$ cat src/rtl/fetch_ctrl.sv
// Instruction fetch/decode sequencer: fetches a word, decodes flow-control opcodes,
// hands other work to the execute unit and issues one PC update per instruction.
module fetch_ctrl #(
  parameter int unsigned IMEM_WAIT_MAX = 15
) (
  input  logic        clk,
  input  logic        rst,
  input  logic        start,
  input  logic        imem_ack,
  input  logic [15:0] instr,
  input  logic        zero_flag,
  input  logic        ex_ack,
  output logic        imem_req,
  output logic [15:0] ir,
  output logic        ex_req,
  output logic        pc_en,
  output logic [1:0]  pc_ctrl,
  output logic [7:0]  offset_addr,
  output logic        halted,
  output logic        err
);

  localparam int unsigned INSTR_W = 16;
  localparam int unsigned OFFS_W  = 8;
  localparam int unsigned OP_W    = 4;
  localparam int unsigned CNT_W   = (IMEM_WAIT_MAX < 2) ? 1 : $clog2(IMEM_WAIT_MAX);

  localparam logic [OP_W-1:0] OP_NOP  = 4'h0;
  localparam logic [OP_W-1:0] OP_JMP  = 4'hC;
  localparam logic [OP_W-1:0] OP_JZ   = 4'hD;
  localparam logic [OP_W-1:0] OP_JNZ  = 4'hE;
  localparam logic [OP_W-1:0] OP_HALT = 4'hF;

  localparam logic [1:0] PC_HOLD = 2'b00;
  localparam logic [1:0] PC_INC  = 2'b01;
  localparam logic [1:0] PC_LOAD = 2'b10;
  localparam logic [1:0] PC_ADD  = 2'b11;

  typedef enum logic [2:0] {
    S_IDLE,
    S_FETCH,
    S_DECODE,
    S_EXEC,
    S_UPDATE,
    S_HALT
  } state_e;

  state_e              state_q;
  logic [CNT_W-1:0]    wait_cnt_q;
  logic [INSTR_W-1:0]  ir_q;
  logic [OFFS_W-1:0]   offset_addr_q;
  logic [1:0]          pc_ctrl_q;
  logic                imem_req_q;
  logic                ex_req_q;
  logic                pc_en_q;
  logic                halted_q;
  logic                err_q;

  logic [OP_W-1:0]     opcode_c;
  logic [1:0]          decode_pc_ctrl_c;
  logic                is_exec_c;
  logic                fetch_timeout_c;

  assign opcode_c        = ir_q[INSTR_W-1 -: OP_W];
  assign fetch_timeout_c = (wait_cnt_q == CNT_W'(IMEM_WAIT_MAX - 1));

  // PC action for flow-control opcodes; conditional branches resolve on zero_flag here
  always_comb begin
    decode_pc_ctrl_c = PC_INC;
    is_exec_c        = 1'b0;
    case (opcode_c)
      OP_NOP:  decode_pc_ctrl_c = PC_INC;
      OP_JMP:  decode_pc_ctrl_c = PC_LOAD;
      OP_JZ:   decode_pc_ctrl_c = zero_flag ? PC_ADD : PC_INC;
      OP_JNZ:  decode_pc_ctrl_c = zero_flag ? PC_INC : PC_ADD;
      OP_HALT: decode_pc_ctrl_c = PC_HOLD;
      default: is_exec_c = 1'b1;
    endcase
  end

  // Outputs are registered alongside the state so each reflects the state it belongs to
  always_ff @(posedge clk or posedge rst) begin
    if (rst) begin
      state_q       <= S_IDLE;
      wait_cnt_q    <= '0;
      ir_q          <= '0;
      offset_addr_q <= '0;
      pc_ctrl_q     <= PC_HOLD;
      imem_req_q    <= 1'b0;
      ex_req_q      <= 1'b0;
      pc_en_q       <= 1'b0;
      halted_q      <= 1'b0;
      err_q         <= 1'b0;
    end else begin
      pc_en_q <= 1'b0;
      case (state_q)
        S_IDLE: begin
          if (start) begin
            state_q    <= S_FETCH;
            imem_req_q <= 1'b1;
            wait_cnt_q <= '0;
          end
        end
        S_FETCH: begin
          // A late ack still wins over the timeout on the final wait cycle
          if (imem_ack) begin
            ir_q       <= instr;
            imem_req_q <= 1'b0;
            state_q    <= S_DECODE;
          end else if (fetch_timeout_c) begin
            imem_req_q <= 1'b0;
            halted_q   <= 1'b1;
            err_q      <= 1'b1;
            state_q    <= S_HALT;
          end else begin
            wait_cnt_q <= wait_cnt_q + CNT_W'(1);
          end
        end
        S_DECODE: begin
          offset_addr_q <= ir_q[OFFS_W-1:0];
          if (opcode_c == OP_HALT) begin
            halted_q <= 1'b1;
            state_q  <= S_HALT;
          end else if (is_exec_c) begin
            ex_req_q <= 1'b1;
            state_q  <= S_EXEC;
          end else begin
            pc_en_q   <= 1'b1;
            pc_ctrl_q <= decode_pc_ctrl_c;
            state_q   <= S_UPDATE;
          end
        end
        S_EXEC: begin
          if (ex_ack) begin
            ex_req_q  <= 1'b0;
            pc_en_q   <= 1'b1;
            pc_ctrl_q <= PC_INC;
            state_q   <= S_UPDATE;
          end
        end
        S_UPDATE: begin
          pc_ctrl_q  <= PC_HOLD;
          imem_req_q <= 1'b1;
          wait_cnt_q <= '0;
          state_q    <= S_FETCH;
        end
        S_HALT: begin
          state_q <= S_HALT;
        end
        default: begin
          state_q <= S_IDLE;
        end
      endcase
    end
  end

  assign imem_req    = imem_req_q;
  assign ir          = ir_q;
  assign ex_req      = ex_req_q;
  assign pc_en       = pc_en_q;
  assign pc_ctrl     = pc_ctrl_q;
  assign offset_addr = offset_addr_q;
  assign halted      = halted_q;
  assign err         = err_q;

  // Request strobes must track their owning state exactly
  a_pc_en_update: assert property (@(posedge clk) disable iff (rst)
    pc_en_q |-> (state_q == S_UPDATE));
  a_ex_req_exec: assert property (@(posedge clk) disable iff (rst)
    ex_req_q == (state_q == S_EXEC));
  a_imem_req_fetch: assert property (@(posedge clk) disable iff (rst)
    imem_req_q == (state_q == S_FETCH));

endmodule

$ cat config.mk
export PLATFORM = sky130hd
export DESIGN_NAME = fetch_ctrl
export DESIGN_NICKNAME = d
export VERILOG_FILES = /design/src/rtl/fetch_ctrl.sv
export SDC_FILE = /design/constraint.sdc
export NUM_CORES = 1
export LEC_CHECK = 0
export CAP_MARGIN = 20
export CORE_ASPECT_RATIO = 1.4
export CORE_MARGIN = 2
export CORE_UTILIZATION = 25
export CTS_CLUSTER_SIZE = 8
export DETAILED_ROUTE_END_ITERATION = 10
export PLACE_DENSITY = 0.59
export SLEW_MARGIN = 0
export SYNTH_ARGS = -nofsm -noshare
export SYNTH_HDL_FRONTEND = slang
export SYNTH_SLANG_ARGS = --single-unit
$ cat constraint.sdc
create_clock -name clk -period 4.3 [get_ports clk]
set_input_delay 0.86 -clock clk [delete_from_list [all_inputs] [get_ports clk]]
set_output_delay 0.86 -clock clk [all_outputs]
set_load 0.1 [all_outputs]
==> results by stage, run 1 <==
Worst setup path:
- The worst setup path is captured at a primary output.
- In this run the critical register-to-register path is launched from state_q[0]$_DFFE_PP0P_.
- In this run the register-to-register setup slack is 2.17 ns.
- In this run the critical register-to-register path is captured at ir[13]$_DFFE_PP0P_.
- For this design, the slowest cell found on the critical path is sky130_fd_sc_hd__clkdlybuf4s50_1.
- The worst setup path is launched from a flop.
- The highest cell delay on the worst timing path is 1.19 ns.
- On the critical path the largest part of the delay comes from buffers and inverters.
- At the worst endpoint, the arrival time is 1.96 ns.
- The required time of the worst setup path is 3.44 ns.
- The critical path is of the flop to primary output type.
- The critical path goes through clkdlybuf4s50_1.
- The buffer and inverter count on the worst path is 1.
- The worst-path maximum fanout is 8.
- The number of cells on the worst reg-to-reg path is 3.
- The beginning of the critical path is ir[12]$_DFFE_PP0P_.

Power and ir drop:
- The power per cell area is 264 nW/um2.
- The standby leakage power is 0.00109 uW.
- The peak ir drop on the vdd network is 0.131 mV.

Logic synthesis:
- The dominant cell type by area after synthesis is sky130_fd_sc_hd__dfrtp_1.
- Among all flip-flop cells after synthesis, the most frequent one is sky130_fd_sc_hd__dfrtp_1.
- Counting flops with an async set or reset pin after synthesis yields a share of 1.00.
- For this run, the register share of the synthesized area comes to 0.547.
- In this run, synthesis inferred 0 flip-flops with an integrated enable.
- The post-synth net total is 162.
- The synthesized netlist occupies a cell area of 1740 um2.
- By area the synthesized netlist is led by sky130_fd_sc_hd__dfrtp_1 (55%), sky130_fd_sc_hd__mux2_2 (16%), sky130_fd_sc_hd__nor2_1 (1.7%), sky130_fd_sc_hd__inv_1 (1.5%), sky130_fd_sc_hd__a21oi_1 (1.4%).
- The Yosys step of the flow raised 0 warnings.
- In this run, synthesis produced a sequential element count of 38.
- The number of different library cells used by synthesis comes to 42.
- sky130_fd_sc_hd__dfrtp_1 is the most common cell in the netlist.
- Counting every instance in the synthesized netlist gives 138.
- Of the post-synthesis cell area, the dominant cell type holds 0.547.
- After synthesis, the most frequently instantiated cells are sky130_fd_sc_hd__dfrtp_1 (38), sky130_fd_sc_hd__mux2_2 (24), sky130_fd_sc_hd__nor2_1 (8).
- Dividing the synthesized area by the synthesized cell count gives 12.6 um2.

Timing:
- The time the worst path needs with I/O delays and setup is 2.82 ns.
- For the pin with the worst max-slew slack, the measured transition is 0.979 ns.
- Setup violations remaining at the end of the flow were counted as 0.
- Clock skew on the completed layout was measured at 0.00587 ns.
- Setup repair after global routing left no endpoint under its margin.
- The final worst-path setup slack is 1.48 ns.
- In this run the tightest slew margin relative to its limit is 0.345.
- The portion of the clock cycle consumed by the worst path in the final layout is 0.656.
- For the final routed database, the setup TNS stands at 0 ns.
- The number of max-slew violations in the final report came to 0.
- The count of endpoints failing hold in the final timing report is 0.
- The achievable clock frequency is 0.354 GHz.

Clocking:
- The number of gates resized after CTS was 0.
- The maximum clock path buffer count is 2.
- The post-CTS setup repair buffer count is 0.
- The number of sinks driven by the clock tree is 38.
- The clock latency at the later pin of the worst-skew pair is 0.28 ns.
- Clock-pin slew was measured on the worst setup and hold paths at 0.07 ns.
- The cts-stage hold buffer count is 0.
- The number of buffers inserted during clock tree synthesis is 5.
- The H-tree was split into 2 levels.
- TritonCTS built the clock tree.
- The root buffer selected by CTS is sky130_fd_sc_hd__clkbuf_8.

Detailed routing:
- The number of DRC markers after the initial detailed-route iteration is 113.
- The total number of vias is 1284.
- The routed wire length is 3790 um.
- Dividing the detail-routed wire length by the instance count gives 13.1 um.
- The pre-antenna-repair detailed-routing pass consisted of 4 iterations.
- In the routed layout, each cell is associated on average with a via count of 4.44.
- The count of nets left with antenna violations once routing finished came out at 0.
- The DRC violation count after routing is 0.

Placement:
- The estimated wirelength of the detail-placed design is 2670 um.
- The congestion estimate from routability-driven global placement came to 0.793.
- Buffers placed on the I/O ports in this run total 52.
- Prior to clock tree synthesis, the placed netlist has a worst setup slack of 1.57 ns.

Global routing:
- The met3 global-route usage is 0.0313.
- The global-route wire length before repair is 6250 um.
- The maximum number of pins on one net before global-route repair is 39.
- The number of antenna violations at the first check in global routing is 0.
- The global-route met2 utilization is 0.170.
- The busiest layer in global routing is met2.
- The global-route congestion overflow total is 0.
- The met1 usage in global routing is 0.135.
- The number of global-route vias before repair is 1305.
- The global-route usage over all layers is 0.108.

Final layout:
- Fill cells in the final layout number 738.
- At the end of the flow the core is filled with cells to 0.358.
- The number of nets in the final layout is 217.
- From synthesis to final layout, the design area changed by 41.2%.
- The repair_antennas step left the layout with diodes totalling 0.
- Of the cells placed in the final design, the portion with a size suffix greater than 1 is 0.227.

Floorplanning:
- The number of I/O pins is 53.
- The die is 74.5 um wide.
- In this run the core area contains 36 standard-cell rows.
- The core box area is 6850 um2.
- The effective utilization at floorplan is 0.254.
- Measured along the y axis, the die boundary spans 103 um.
- The total die area is 7640 um2.

Outcome:
- The flow ran to the end, and the final reports show no timing, DRC or antenna violations.

Worst hold path:
- For hold timing, the worst endpoint is halted$_DFFE_PP0P_.
- Along the worst hold path, the cell count comes to 1.
- The startpoint identified for the worst hold timing path is halted$_DFFE_PP0P_.
- The worst hold-check path type is flop to flop.

Run:
- The tool flagged a number of max-cap violations equal to 0.
-- power breakdown --
group	switching (uW)	internal, uW	total, uW
clock	126	129	255
sequential	0.233	358	358
combinational	16.3	20.0	36.3
total	142	506	649
-- flip-flops by register name, summed over array words and instances (netlist names) --
signal / cells
err: 1
offset_addr: 8
pc_ctrl: 2
pc_en: 1
state_q: 3
halted: 1
ex_req: 1
wait_cnt_q: 4
ir: 16
imem_req: 1
-- stage by stage --
stage,area [um2],total power [uW],hold slack (ns),std cells
2_1_floorplan,1740,377,0.499,138
6_report,2450,649,0.478,289
3_5_place_dp,2350,402,0.464,280
4_1_cts,2440,667,0.483,288
5_1_grt,2450,685,0.499,289
3_3_place_gp,2350,402,0.459,280
-- cells in the final DEF, fill, tap and decap left out, types with 3 or more instances in the layout --
cell,netlist,final
sky130_fd_sc_hd__a21oi_1,5,5
sky130_fd_sc_hd__inv_1,7,7
sky130_fd_sc_hd__o21bai_1,3,3
sky130_fd_sc_hd__dfrtp_1,38,38
sky130_fd_sc_hd__mux2_2,24,24
sky130_fd_sc_hd__nor2_1,8,8
sky130_fd_sc_hd__o21ai_0,3,3
sky130_fd_sc_hd__nand2_1,5,5
sky130_fd_sc_hd__clkbuf_8,0,6
sky130_fd_sc_hd__clkdlybuf4s50_1,0,52
-- how the worst max path moves through the flow --
| stage | slack, ns | end | depth (start not counted) |
|---|---|---|---|
| 2_1_floorplan | 2.20 | pc_ctrl[0]$_DFFE_PP0P_ | 4 |
| 4_1_cts | 1.45 | ir[12] | 1 |
| 3_3_place_gp | 1.64 | halted$_DFFE_PP0P_ | 4 |
| 5_1_grt | 1.40 | ir[12] | 1 |
| 6_report | 1.48 | ir[12] | 1 |
| 3_5_place_dp | 1.57 | ir[11]$_DFFE_PP0P_ | 3 |
-- kinds of logic after synthesis --
group,share of synthesized area
adders and majority gates,0.0144
DFF,0.547
AOI/OAI and AO/OA,0.112
buffers and inverters,0.0396
muxes,0.183
and+or+nand+nor,0.104
-- final cells by class --
class,instances,area [um2],share of cell area
flip-flops and latches,38,951,0.388
well taps,95,119,0.0484
clock inverters,2,12.5,0.00510
repair buffers,54,539,0.220
clock buffers,6,82.6,0.0337
inverters,7,26.3,0.0107
multi-input cells,87,723,0.295
-- metal layers --
metal  part of all wire  wire (um)
met1               0.42       1600
met2               0.50       1910
met3              0.058        220
met4              0.018         67
met5                  0          0
(Power assumes the default switching activity.)
==> run 2: changes to the inputs <==
--- a/config.mk
+++ b/config.mk
@@ -11,7 +11,7 @@
 export CORE_UTILIZATION = 25
 export CTS_CLUSTER_SIZE = 8
 export DETAILED_ROUTE_END_ITERATION = 10
-export PLACE_DENSITY = 0.59
+export PLACE_DENSITY = 0.61
 export SLEW_MARGIN = 0
 export SYNTH_ARGS = -nofsm -noshare
 export SYNTH_HDL_FRONTEND = slang
==> constraint.sdc (replaced) <==
create_clock -name clk -period 2.5 [get_ports clk]
set_input_delay 0.5 -clock clk [delete_from_list [all_inputs] [get_ports clk]]
set_output_delay 0.5 -clock clk [all_outputs]
set_load 0.1 [all_outputs]
==> results by stage, run 2 (synthesis gave the netlist of run 1 again) <==
Outcome:
- The flow ran to the end, and the final reports show no timing, DRC or antenna violations.

Clocking:
- After clock tree synthesis, the clock-pin slew on the worst setup and hold paths is 0.08 ns.
- The maximum clock path buffer count is 2.
- For this design, the CTS-stage hold fixing added 0 buffers.
- The number of H-tree levels is 2.
- Counting every sink on the clock net gives 38.
- The number of gates resized after CTS was 0.
- The number of buffers inserted during clock tree synthesis is 5.
- In this run the post-CTS setup repair buffer count came out at 0.
- The tree is rooted in a sky130_fd_sc_hd__clkbuf_8.
- TritonCTS built the clock tree.
- Clock latency on the worst-skew pair, taken at its later pin, is 0.29 ns.

Worst setup path:
- The endpoint identified for the worst register-to-register timing path is wait_cnt_q[0]$_DFFE_PP0P_.
- The number of cells on the critical path is 4.
- The classification of the worst setup path is flop to flop.
- The end point of the critical path is wait_cnt_q[0]$_DFFE_PP0P_.
- STA puts the critical path data required time at 2.68 ns.
- The worst-path maximum fanout is 14.
- For this run, the slowest stage of the critical path takes 0.59 ns.
- The path depth of the worst reg2reg path is 4.
- The beginning of the critical path is state_q[0]$_DFFE_PP0P_.
- The worst register-to-register path has a setup slack of 0.62 ns.
- The critical path contains buffers and inverters numbering 0 combined.
- The origin of the critical flop-to-flop path is state_q[0]$_DFFE_PP0P_.
- The critical path launch point type is a flop.
- The cell with the largest stage delay on the worst path is sky130_fd_sc_hd__dfrtp_1.
- The sort of element at the end of the critical path is a flop.
- Traced cell by cell, the critical path runs through nor3b_1 -> nand4_1 -> nand2_2 -> mux2_1.
- The largest delay contributor family on the critical path is simple AND/OR/NAND/NOR gates.
- STA puts the critical path data arrival time at 2.06 ns.

Floorplanning:
- The floorplan row count is 36.
- 53 I/O pins were placed.
- Measured along the x axis, the die boundary spans 74.5 um.
- The total die area is 7640 um2.
- The core box area is 6850 um2.
- The effective utilization at floorplan is 0.254.
- The chip height is 103 um.

Timing:
- Dividing the final minimum period by the clock period gives 0.753.
- Setup repair after global routing left no endpoint under its margin.
- The count of endpoints failing hold in the final timing report was 0.
- The max-slew headroom at the worst pin is 0.664.
- The worst clock skew on the final layout is 0.00565 ns.
- The number of max-slew violations in the final report was 0.
- The worst path needs 1.88 ns of the cycle, external delays included.
- The achievable clock frequency is 0.531 GHz.
- The count of endpoints failing setup in the final report is 0.
- For the pin with the worst max-slew slack, the measured transition is 0.502 ns.
- In the final timing run, aggregate negative setup slack is 0 ns.

Worst hold path:
- The min-delay analysis places its worst path in the category flop to flop.

Global routing:
- The global-route congestion overflow total is 0.
- The number of global-route vias before repair is 1251.
- Across every metal layer, demand over resource in global routing totals 0.107.
- The maximum number of pins on one net before global-route repair is 39.
- The number of antenna violations at the first check in global routing is 0.
- The first global-routing pass estimated 6210 um of wire.

Power and ir drop:
- The analysis attributes to cell leakage a power of 0.00117 uW.
- The cell-internal power is 943 uW.
- Of the total power, combinational logic draws 0.051.
- The net switching fraction of the power is 0.213.
- The worst-case IR drop observed on VDD is 0.214 mV.
- The net switching power is 255 uW.
- The sum of internal, switching and leakage power is 1200 uW.
- The clock share of power is 0.435.
- The power per cell area is 499 nW/um2.
- The part of the power in registers is 0.514.

Detailed routing:
- The count of nets left with antenna violations once routing finished came out at 0.
- In the routed design, unresolved DRC markers number 0.
- The routed wire length is 3700 um.
- The number of search-and-repair iterations in the first detailed-routing pass is 4.
- The final route contains 1258 vias.
- The number of DRC markers after the initial detailed-route iteration is 120.
- The mean routed wirelength per cell is 12.7 um.
- The detailed-route vias per instance is 4.32.

Final layout:
- The commonest non-fill, non-tap cell in the layout is sky130_fd_sc_hd__dfrtp_1.
- The layout filler cell count is 737.
- The share of post-route cells with drive strength above 1 is 0.393.
- The repair_antennas step left the layout with diodes totalling 0.
- The number of flip-flops under the largest register name is 16.
- The area growth from synthesis to final layout is 38.2%.
- After the last flow step, the layout net total stands at 219.
- In the layout the commonest cells are sky130_fd_sc_hd__dfrtp_1 (38), sky130_fd_sc_hd__buf_4 (35), sky130_fd_sc_hd__mux2_2 (24), sky130_fd_sc_hd__clkdlybuf4s50_1 (21), sky130_fd_sc_hd__nor2_1 (8).

Placement:
- The routability congestion estimate is 0.802.
- The count of buffers added on input and output ports is 52.
- Once detailed placement completed, the half-perimeter wirelength came to 2630 um.

Run:
- Across the run, the number of max-cap violations was 0.
-- run 2: worst min path at each step --
stage | from | endpoint | slack (ns) | cells past startpoint
2_1_floorplan | wait_cnt_q[3]$_DFFE_PP0P_ | wait_cnt_q[3]$_DFFE_PP0P_ | 0.50 | 2
3_3_place_gp | halted$_DFFE_PP0P_ | halted$_DFFE_PP0P_ | 0.46 | 1
3_5_place_dp | err$_DFFE_PP0P_ | err$_DFFE_PP0P_ | 0.47 | 1
4_1_cts | err$_DFFE_PP0P_ | err$_DFFE_PP0P_ | 0.49 | 1
5_1_grt | err$_DFFE_PP0P_ | err$_DFFE_PP0P_ | 0.52 | 1
6_report | halted$_DFFE_PP0P_ | halted$_DFFE_PP0P_ | 0.48 | 1
-- run 2: cell type report --
type / instances / area, um2 / area share
timing repair buffer: 56 / 473 / 0.197
clock inverter: 3 / 40.0 / 0.0167
clock buffer: 5 / 68.8 / 0.0287
tap: 95 / 119 / 0.0495
sequential: 38 / 951 / 0.396
inverter: 7 / 26.3 / 0.0109
multi-input combinational: 87 / 723 / 0.301
-- run 2: layer usage --
layer	wire length, um	global-route usage	vias up
met3	253	0.0362	7
met2	1700	0.152	35
met5	0	0	-
met4	65	0.0412	0
li1	-	-	606
met1	1680	0.150	610
-- run 2: power groups by stage --
stage | combinational [uW] | sequential, uW | clock [uW]
2_1_floorplan | 14.3 | 634 | 0
3_3_place_gp | 62.1 | 628 | 0
3_5_place_dp | 62.3 | 628 | 0
4_1_cts | 62.6 | 615 | 541
5_1_grt | 67.5 | 615 | 574
6_report | 60.7 | 615 | 521
-- run 2: per-stage QoR --
step / worst slack, ns / cell area, um2 / cells / hold slack [ns] / utilization
floorplan: 0.400 / 1740 / 138 / 0.499 / -
CTS: 0.614 / 2400 / 291 / 0.488 / 0.351
finish: 0.617 / 2400 / 291 / 0.484 / 0.351
global placement: 0.371 / 2290 / 283 / 0.457 / 0.335
detailed placement: 0.347 / 2290 / 283 / 0.466 / 0.335
global route: 0.410 / 2400 / 291 / 0.519 / 0.351
-- run 2: worst reg2reg max path: stages, from the launching register on --
cell	delay (ns)
sky130_fd_sc_hd__dfrtp_1	0.59
sky130_fd_sc_hd__nor3b_1	0.30
sky130_fd_sc_hd__nand4_1	0.37
sky130_fd_sc_hd__nand2_2	0.18
sky130_fd_sc_hd__mux2_1	0.33
